<file path="config.mk">
export PLATFORM = sky130hd
export DESIGN_NAME = rnd_sat_pipe
export DESIGN_NICKNAME = d
export VERILOG_FILES = /design/src/rtl/rnd_sat_pipe.sv
export SDC_FILE = /design/constraint.sdc
export NUM_CORES = 1
export LEC_CHECK = 0
export CAP_MARGIN = 0
export CORE_MARGIN = 3
export CORE_UTILIZATION = 40
export DETAILED_ROUTE_END_ITERATION = 8
export GPL_ROUTABILITY_DRIVEN = 1
export PLACE_DENSITY = 0.7
export SYNTH_ARGS = -nofsm -noshare
export SYNTH_HDL_FRONTEND = slang
export SYNTH_SLANG_ARGS = --single-unit
</file>
<file path="constraint.sdc">
create_clock -name clk -period 1.6 [get_ports clk]
set_input_delay 0.32 -clock clk [delete_from_list [all_inputs] [get_ports clk]]
set_output_delay 0.32 -clock clk [all_outputs]
set_load 0.03 [all_outputs]
</file>
<file path="src/rtl/rnd_sat_pipe.sv">
// Two-stage rounding/saturating width reducer with a valid/ready handshake
// and a sticky count of saturated output transfers.
module rnd_sat_pipe #(
    parameter int IN_WID  = 16,
    parameter int OUT_WID = 10,
    parameter int SIGNED  = 0
) (
    input  logic               clk,
    input  logic               rst_n,
    input  logic [IN_WID-1:0]  i_data,
    input  logic [1:0]         i_mode,
    input  logic               i_valid,
    output logic               i_ready,
    output logic [OUT_WID-1:0] o_data,
    output logic               o_sat,
    output logic               o_valid,
    input  logic               o_ready,
    input  logic               clr_cnt,
    output logic [15:0]        sat_cnt
);

    localparam int T     = IN_WID - OUT_WID;
    localparam int SW    = IN_WID + 2;
    localparam int QW    = SW - T;
    localparam int H_INT = 1 << (T - 1);
    localparam logic signed [SW-1:0] H    = SW'(H_INT);
    localparam logic signed [SW-1:0] H_M1 = SW'(H_INT - 1);
    localparam logic signed [QW-1:0] Q_MAX = (SIGNED != 0) ?
        QW'((1 << (OUT_WID - 1)) - 1) : QW'((1 << OUT_WID) - 1);

    logic                 ext_bit;
    logic signed [SW-1:0] x_ext;
    logic signed [SW-1:0] bias;
    logic signed [SW-1:0] sum;
    logic signed [QW-1:0] q_new;
    logic                 s2_adv;
    logic                 s1_adv;

    logic                 s1_valid_d, s1_valid_q;
    logic signed [QW-1:0] s1_q_d, s1_q_q;
    logic                 o_valid_d, o_valid_q;
    logic [OUT_WID-1:0]   o_data_d, o_data_q;
    logic                 o_sat_d, o_sat_q;
    logic [15:0]          sat_cnt_d, sat_cnt_q;

    // Two guard bits keep an unsigned full-scale sample plus bias positive,
    // so the arithmetic shift never sees a false sign.
    always_comb begin
        ext_bit = (SIGNED != 0) && i_data[IN_WID-1];
        x_ext   = {{2{ext_bit}}, i_data};
        bias    = '0;
        unique case (i_mode)
            2'b00: bias = '0;
            2'b01: bias = H;
            2'b10: bias = H_M1 + SW'(i_data[T]);
            2'b11: bias = ext_bit ? H_M1 : H;
        endcase
        sum   = x_ext + bias;
        q_new = QW'(sum >>> T);
    end

    always_comb begin
        s2_adv = !o_valid_q || o_ready;
        s1_adv = !s1_valid_q || s2_adv;

        s1_valid_d = s1_adv ? i_valid : s1_valid_q;
        s1_q_d     = (s1_adv && i_valid) ? q_new : s1_q_q;

        o_valid_d = s2_adv ? s1_valid_q : o_valid_q;
        o_data_d  = o_data_q;
        o_sat_d   = o_sat_q;
        // q is never negative below the signed minimum, so only the top clamp exists.
        if (s2_adv && s1_valid_q) begin
            if (s1_q_q > Q_MAX) begin
                o_data_d = Q_MAX[OUT_WID-1:0];
                o_sat_d  = 1'b1;
            end else begin
                o_data_d = s1_q_q[OUT_WID-1:0];
                o_sat_d  = 1'b0;
            end
        end

        sat_cnt_d = sat_cnt_q;
        if (clr_cnt) begin
            sat_cnt_d = '0;
        end else if (o_valid_q && o_ready && o_sat_q && (sat_cnt_q != '1)) begin
            sat_cnt_d = sat_cnt_q + 16'd1;
        end
    end

    always_ff @(posedge clk or negedge rst_n) begin
        if (!rst_n) begin
            s1_valid_q <= 1'b0;
            s1_q_q     <= '0;
            o_valid_q  <= 1'b0;
            o_data_q   <= '0;
            o_sat_q    <= 1'b0;
            sat_cnt_q  <= '0;
        end else begin
            s1_valid_q <= s1_valid_d;
            s1_q_q     <= s1_q_d;
            o_valid_q  <= o_valid_d;
            o_data_q   <= o_data_d;
            o_sat_q    <= o_sat_d;
            sat_cnt_q  <= sat_cnt_d;
        end
    end

    assign i_ready = s1_adv;
    assign o_valid = o_valid_q;
    assign o_data  = o_data_q;
    assign o_sat   = o_sat_q;
    assign sat_cnt = sat_cnt_q;

endmodule

</file>
# --- Word level (Yosys, flattened, before mapping) ---
# Index checks and enable logic that the tools add are counted.
totals:
  register_bits: 41
  inputBits: 23
  out_inout_bits: 29
  wordCells: 31
classes:
  add_sub_neg: 3
  magnitude_cmp: 1
  eq_ne: 4
  mux: 5
  n_reduce_logical: 12
ops:
  columns: ["cell", "n"]
  rows:
  - ["18-bit case mux with 3 select lines", 1]
  - ["16-bit two-way mux", 2]
  - ["17-bit by 18-bit adder with 18-bit output", 1]
  - ["16-bit by 1-bit adder with 16-bit output (second input constant)", 1]
  - ["16-bit inequality test (second input constant)", 1]
  - ["12-bit by 11-bit greater-than comparator with 1-bit output (second input constant)", 1]
  - ["10-bit two-way mux", 1]
  - ["5-bit by 1-bit adder with 6-bit output (first input constant)", 1]
  - ["1-bit logical AND", 5]
  - ["2-bit equality test (second input constant)", 2]
  - ["2-bit by 1-bit equality test with 1-bit output (second input constant)", 1]
  - ["1-bit zero test", 2]
  - ["2-bit zero test", 1]
  - ["1-bit logical OR", 2]
  - ["2-bit nonzero test", 1]
  - ["2-bit OR reduction", 1]
  - ["1-bit two-way mux", 1]

# --- Longest topological paths before layout ---
logic_depth:
  word_depth: 5
  ltp_mapped: 9

# --- Least setup slack after synthesis ---
# Ideal clock, no wire load.
synth_path:
  kind: "input -> register"
  from: "input port i_data[6]"
  to: "register s1_q_q[0]"
  setup_time_ps: 130
  arrival_ps: 2175
  required_time_ps: 1470
  setup_slack_ps: -705
  cell_stages: 9
  path_cell_list: "buf_6 nor3b_4 ha_1 and4_1 a221o_2 a31oi_4 buf_2 xor2_1 o21ai_0"
synth_between:
  elab_chain_len: 3
synth_lines:
  columns: ["item", "line", "text"]
  rows:
  - ["start: declaration", "10", "input logic [IN_WID-1:0] i_data,"]
  - ["5-bit by 1-bit adder with 6-bit output", "55", "2'b10: bias = H_M1 + SW'(i_data[T]);"]
  - ["18-bit case mux with 3 select lines", "52", "unique case (i_mode)"]
  - ["17-bit by 18-bit adder with 18-bit output *", "58", "sum = x_ext + bias;"]
  - ["end signal: assignment", "101", "s1_q_q <= s1_q_d;"]
  - ["end: declaration", "40", "logic signed [QW-1:0] s1_q_d, s1_q_q;"]
# Mark *: on every way between the ends. The rest lies on a longest branch, timed or not. The select of a mux whose other input is x is not followed.
# A chain may end at the register's enable or synchronous reset.

# --- Worst setup path after layout ---
layout_path:
  from: "input port i_mode[0]"
  to: "register s1_q_q[4]"
layout_between:
  elab_chain_len: 4
  elab_cells_between_ends: 7
  classes_between: "add/sub (1); eq/ne (3); mux (1); reduce/logical (2)"
layout_lines:
  columns: ["item", "line", "text"]
  rows:
  - ["start: declaration", "11", "input logic [1:0] i_mode,"]
  - ["2-bit equality test or 2-bit by 1-bit equality test with 1-bit output (tied branches)", "52", null]
  - ["2-bit OR reduction (no source line)", null, null]
  - ["18-bit case mux with 3 select lines *", "52", null]
  - ["17-bit by 18-bit adder with 18-bit output *", "58", null]
# Marked as above.

==> impl_metrics.yaml <==
synth:
  syn_area_per_cell_um2: 9.203
  synthTopCellsByArea: "dfrtp_1 (48%), nor2_1 (8.2%), xnor2_1 (4.2%)"
  seq_area_frac_synth: 0.4770
  synth_edf_count: 0
  yosys.area.top_type: "dfrtp_1"
  synthFlopType: "dfrtp_1"
  synth_top_area_frac: 0.4770
  yosysWarnings: 0
  async_reset_ff_frac: 1.000
  syn_nets: 257
  synth-seq-cells: 40
  postSynthCellCount: 228
  syn_area_um2: 2098
  synth_cell_types: 36
die:
  initial_utilization: 0.4300
  die_area_um2: 6150
  fp.dieH_um: 78.43
  core_area_um2: 4880
  pin_count: 52
  die_x_um: 78.43
  rows: 25
detailed_routing:
  drc_errors: 0
  viasPerCell: 5.253
  via_count: 2117
  first_iter_violations: 109
  wl_per_cell_um: 14.04
  ant_nets: 0
  wl_um: 5659
  dr.pass1.iters: 4
global_route:
  gr-usage-all-layers: 0.1913
  antenna_found_initial: 0
  grt_overflow_total: 0
  grt_pass1_wl_um: 9335
  grt_pass1_vias: 2156
  grt_max_degree: 20
place:
  pre_cts_ws_ps: -1068
  io_buffers: 51
  placedCellCount: 383
  place_congestion: 0.8904
  dp.final_hpwl_um: 3930
worst_setup_path:
  r2r_start: "sat_cnt[2]"
  r2r_slack_ps: -50
  start_kind: "input pin"
  cp-startpoint: "i_mode[0]"
  path_class: "input pin to register"
  rr_worst_depth: 6
  crit_path_end: "s1_q_q[4]"
  path_max_fanout: 8
  cp_data_arrival_time_ps: 2130
  crit_path_end_kind: "register"
  critPathRequiredTime_ps: 1770
  regToRegEndpoint: "sat_cnt[13]"
cells_and_area:
  drive_gt1_frac: 0.3423
  syn2layout_area_growth_pct: 61.54
  insertedDiodeCount: 0
  mostFrequentLayoutCells: "buf_4 (51), nor2_1 (46), dlygate4sd2_1 (31)"
  fin_cells: 403
  nets: 364
  final_common_cell: "buf_4"
  num-fill-cells: 406
power:
  p_total_mw: 2.439
  p_leak_nw: 1.530
  peakVddDrop_v: 0.0003599
  power_density_nw_per_um2: 719.6
hold_path:
  worstHoldPathCells: 4
  min_path_type: "input pin to register"
cts:
  htreeDepth: 2
  insertion_delay_ps: 290
  root_buffer: "clkbuf_8"
  clk_pin_slew_ps: 70
  cts_num_sinks: 40
  cts_buffers: 5
  cts_tree: "yes"
  cts_buffer_depth: 2
run_status:
  status: "finished, violations left"
  violations: "setup timing"
sta:
  rsz0062_at_grt: "yes"
  layout_setup_ws_ps: -363.0
  fmax_mhz: 509.4
  fin_skew_ps: 5.980
  period_share: 1.227
  finalHoldViolations: 0
  fin_setup_tns_ps: -3691
  setup_violations: 13
  final_period_minus_worst_setup_slack_ps: 1963
  worst_pin_slew_ps: 463.8
  worst_slew_margin_rel: 0.6908
  drv_slew: 0
run:
  maxCapViolations: 0
cells in the mapped netlist, types with 2 or more instances:
cell type,n
nand2_1,11
and2_1,2
or4_1,3
ha_1,6
buf_1,3
dfrtp_1,40
o31ai_1,3
and3_1,2
nand2b_1,3
a21o_1,3
nand4_1,7
nand3_1,12
xnor2_1,10
nor2_1,46
a21oi_1,14
clkbuf_1,6
o21ai_0,8
a31oi_1,8
and4_1,3
or3_1,6
nor3_1,8
inv_1,4
nor4_1,2
xor2_1,6
flip-flops by register name, summed over array words and instances, names as in the netlist:
name,flops
s1_q_q,11
o_sat,1
o_data,10
o_valid,1
sat_cnt,16
s1_valid_q,1
how the worst min path moves through the flow:
stage | slack (ps) | from | end
2_1_floorplan | 20 | rst_n | o_data[0]
3_3_place_gp | 290 | rst_n | sat_cnt[14]
3_5_place_dp | 300 | rst_n | sat_cnt[14]
4_1_cts | 490 | s1_valid_q | o_valid
5_1_grt | 480 | i_data[6] | s1_q_q[0]
6_report | 470 | o_ready | o_valid
cell type report:
type                       instances  area, um2  area share
multi-input combinational        173       1207      0.3562
sequential                        40       1016      0.2997
timing repair buffer             111      973.4      0.2872
clock buffer                       7      86.33     0.02547
tap                               67      83.83     0.02473
inverter                           4      15.01    0.004430
clock inverter                     1      7.507    0.002215
per-stage QoR:
stage	area, um2	util	hold slack [ps]
final	3390	0.6946	466.5
after global placement	3022	0.6192	287.2
after global routing	3390	0.6946	481.8
after floorplan	2136	-	24.41
after CTS	3277	0.6715	485.4
after detailed placement	3022	0.6192	299.2
kinds of logic after synthesis:
kind of cell / after synthesis / synth area share
and+or+nand+nor: 111 / 0.2666
buffers and inverters: 15 / 0.03100
DFF: 40 / 0.4770
muxes: 1 / 0.005366
xor gates and xnor gates: 16 / 0.06678
AOI/OAI and AO/OA: 39 / 0.1175
adders and majority gates: 6 / 0.03578
critical path, cell delays in order:
cell and delay, ps:
buf_6 100, nor3b_4 250, ha_1 280, and4_1 170
a221o_2 380, a31oi_4 240, clkbuf_16 190, or3_4 110
a31oi_1 70
power breakdown:
part / leakage (nW) / internal, mW / switching [mW]
combinational: 1.01 / 0.253 / 0.331
clock: 0.0445 / 0.350 / 0.353
sequential: 0.475 / 1.10 / 0.0487
layer usage:
metal  routed length, um  vias to the layer above  global-route usage
met4                 175                        0             0.08392
met5                   0                        -                   0
met1                2119                      997              0.2007
met2                3057                       81              0.3604
met3                 307                       18             0.04472
li1                    -                     1021                   -
what timing repair did:
action / 4_1_cts / 5_1_grt
hold buffers: 1 / 0
hold endpoints to repair: 17 / 0
buffers inserted: 10 / 5
gates resized for setup: 66 / 23
gates cloned: 1 / 0
pin swaps: 25 / 34
endpoints found under the setup margin: 43 / 26
No activity file was read; power rests on OpenSTA's default activity.
==> RTL edit, RTL diff (same flow settings) <==
`SIGNED`: 0 -> 1.
--- a/src/rtl/rnd_sat_pipe.sv
+++ b/src/rtl/rnd_sat_pipe.sv
@@ -3,7 +3,7 @@
 module rnd_sat_pipe #(
     parameter int IN_WID  = 16,
     parameter int OUT_WID = 10,
-    parameter int SIGNED  = 0
+    parameter int SIGNED  = 1
 ) (
     input  logic               clk,
     input  logic               rst_n,
Behaviour: not the same (Yosys sat finds a counterexample within 4 cycles, from zero or initial values and one cycle with rst_n low).
==> RTL edit against the original RTL <==
- the run still ends with negative setup slack left
- combinational power rose by 21%
- total power up 6.1%
- count of clock-buffer cells in the layout fell by 1
- critical path depth did not move
- worst setup slack better by 0.22 ns
- wire length up 6.5%
- sequential power increased by 5%
- design area is 6.3% higher
- cell count is 0.25% lower
- sequential cell count is 1 higher
- core utilization increased by 3.9 points
- synthesized area up 0.36%
- first-iteration DRC count rose by 23%
- largest cell class unchanged
==> RTL edit: results <==
metrics = {
    "final_layout": {
        "drive_above_1_share_pct": 41.8,
        "nNetsFinal": 359,
        "n_fill_cell": 346,
        "stdcell_count": 402,
        "num_antenna_cells": 0,
        "post-route-util_pct": 73.4,
    },
    "synth": {
        "synth.lib_cells_used.distinct": 43,
        "ys_async_sr_fraction_pct": 100,
        "post_synth_inst_count": 213,
        "synthTopCellsByArea": "sky130_fd_sc_hd__dfrtp_1 49%, sky130_fd_sc_hd__mux2_2 4.3%, sky130_fd_sc_hd__o22a_1 3.7%",
        "synth_sequential_area_ratio_pct": 48.7,
        "syn-num-nets": 238,
        "post_synth_most_frequent_cells": "41 x sky130_fd_sc_hd__dfrtp_1, 19 x sky130_fd_sc_hd__nand2_1, 18 x sky130_fd_sc_hd__nor2_1, 9 x sky130_fd_sc_hd__a21oi_1, 9 x sky130_fd_sc_hd__o22a_1",
    },
    "critical_path": {
        "cpPeakStageDelay_ns": 0.31,
        "rr_startpoint": "o_valid",
        "timing.critical_path.to": "s1_q_q[9]",
        "worst-path-max-fanout": 5,
        "worst_path_max_delay_cell": "sky130_fd_sc_hd__o311a_4",
        "cp.arrival_ns": 1.93,
        "timing.reg2reg.worst_path_depth": 6,
        "worst_setup_path_startpoint": "i_mode[1]",
        "regToRegEndpoint": "sat_cnt[9]",
    },
    "status": {
        "failed_checks": "negative setup slack",
        "status": "finished, violations left",
    },
    "placed_design": {
        "globalplace.congestion": 0.875,
        "place.detailed.hpwl_um": 4010,
        "dp_slack_ns": -0.858,
        "place_inst": 381,
        "postPlaceCellArea_um2": 3160,
    },
    "route": {
        "wl_met3_um": 277,
        "routed-wl-met2_um": 3310,
        "top_signal_layer_used": "met4",
        "dr.first_iter.drc_count": 134,
        "routedLengthMet1_um": 2380,
        "wire_per_inst_um": 15.0,
        "detailroute.via_count": 2159,
    },
    "timing": {
        "hold_ws_ns": 0.454,
        "setup-violations-final": 12,
        "setup_total_negative_slack_ns": -0.748,
        "tightestPinTransition_ns": 0.413,
        "final_setup_slack_of_the_worst_path_ns": -0.147,
        "clk_skew_ns": 0.00462,
    },
    "grt": {
        "gr-usage-all-layers_pct": 18.8,
        "grt_start_max_net_pins": 42,
        "global_route_wire_length_before_repair_um": 9340,
        "number_of_global_route_vias_before_repair": 2066,
        "number_of_antenna_violations_at_the_first_check_in_global_routing": 0,
    },
    "clocking": {
        "cts.reportedPaths.clkPinSlew_ns": 0.08,
        "max-clock-path-buffers": 2,
    },
    "pwr": {
        "max-vdd-ir-drop_uv": 377,
        "power_leakage_nw": 1.57,
        "total_switching_power_uw": 797,
    },
    "worst_hold_path": {
        "worstHoldStart": "i_data[6]",
        "min_delay_endpoint": "s1_q_q[0]",
    },
}
==> RTL edit: cell count changes in the layout (fill, tap and decap cells not counted), moves of 8 or more <==
cell,unedited run,this run
sky130_fd_sc_hd__nor2_1,46,17
sky130_fd_sc_hd__buf_4,51,63
sky130_fd_sc_hd__a21oi_1,13,2
sky130_fd_sc_hd__o22a_1,0,9
sky130_fd_sc_hd__nand2_1,10,18
==> RTL edit: logic make-up after synthesis <==
family	share of synthesized area [%]
flip-flops	48.7
XOR/XNOR	1.66
multiplexers	4.75
AND/OR/NAND/NOR	23.3
buffers and inverters	2.38
AO/OA/AOI/OAI	18.0
adder cells (fa/ha/maj)	1.19
==> RTL edit: timing repair <==
| item | CTS | global route |
|---|---|---|
| endpoints found under the hold margin | 41 | 0 |
| hold buffers | 1 | 0 |
| pin swaps | 22 | 18 |
| endpoints found under the setup margin | 54 | 28 |
| gates resized for setup | 73 | 35 |
| setup buffers | 8 | 6 |
==> RTL edit: area by class of cell <==
class                           count  area share (%)
Multi-Input combinational cell    159            36.7
Timing Repair Buffer              122            29.2
Sequential cell                    41            28.9
Tap cell                           67            2.33
Clock buffer                        6            2.01
Inverter                            5           0.521
Clock inverter                      2           0.417
==> RTL edit: power by group through the flow <==
stage / combinational (mW) / sequential [mW] / clock [mW]
global route: 0.758 / 1.23 / 0.735
global placement: 0.688 / 1.24 / 0
floorplan: 0.205 / 1.36 / 0
CTS: 0.684 / 1.22 / 0.684
detailed placement: 0.701 / 1.24 / 0
finish: 0.707 / 1.21 / 0.665
==> RTL edit: per-layer routing <==
layer | up-vias | GRT usage (%)
li1 | 1040 | -
met1 | 1051 | 21.7
met2 | 59 | 34.1
met3 | 9 | 4.47
met4 | 0 | 5.94
met5 | - | 0
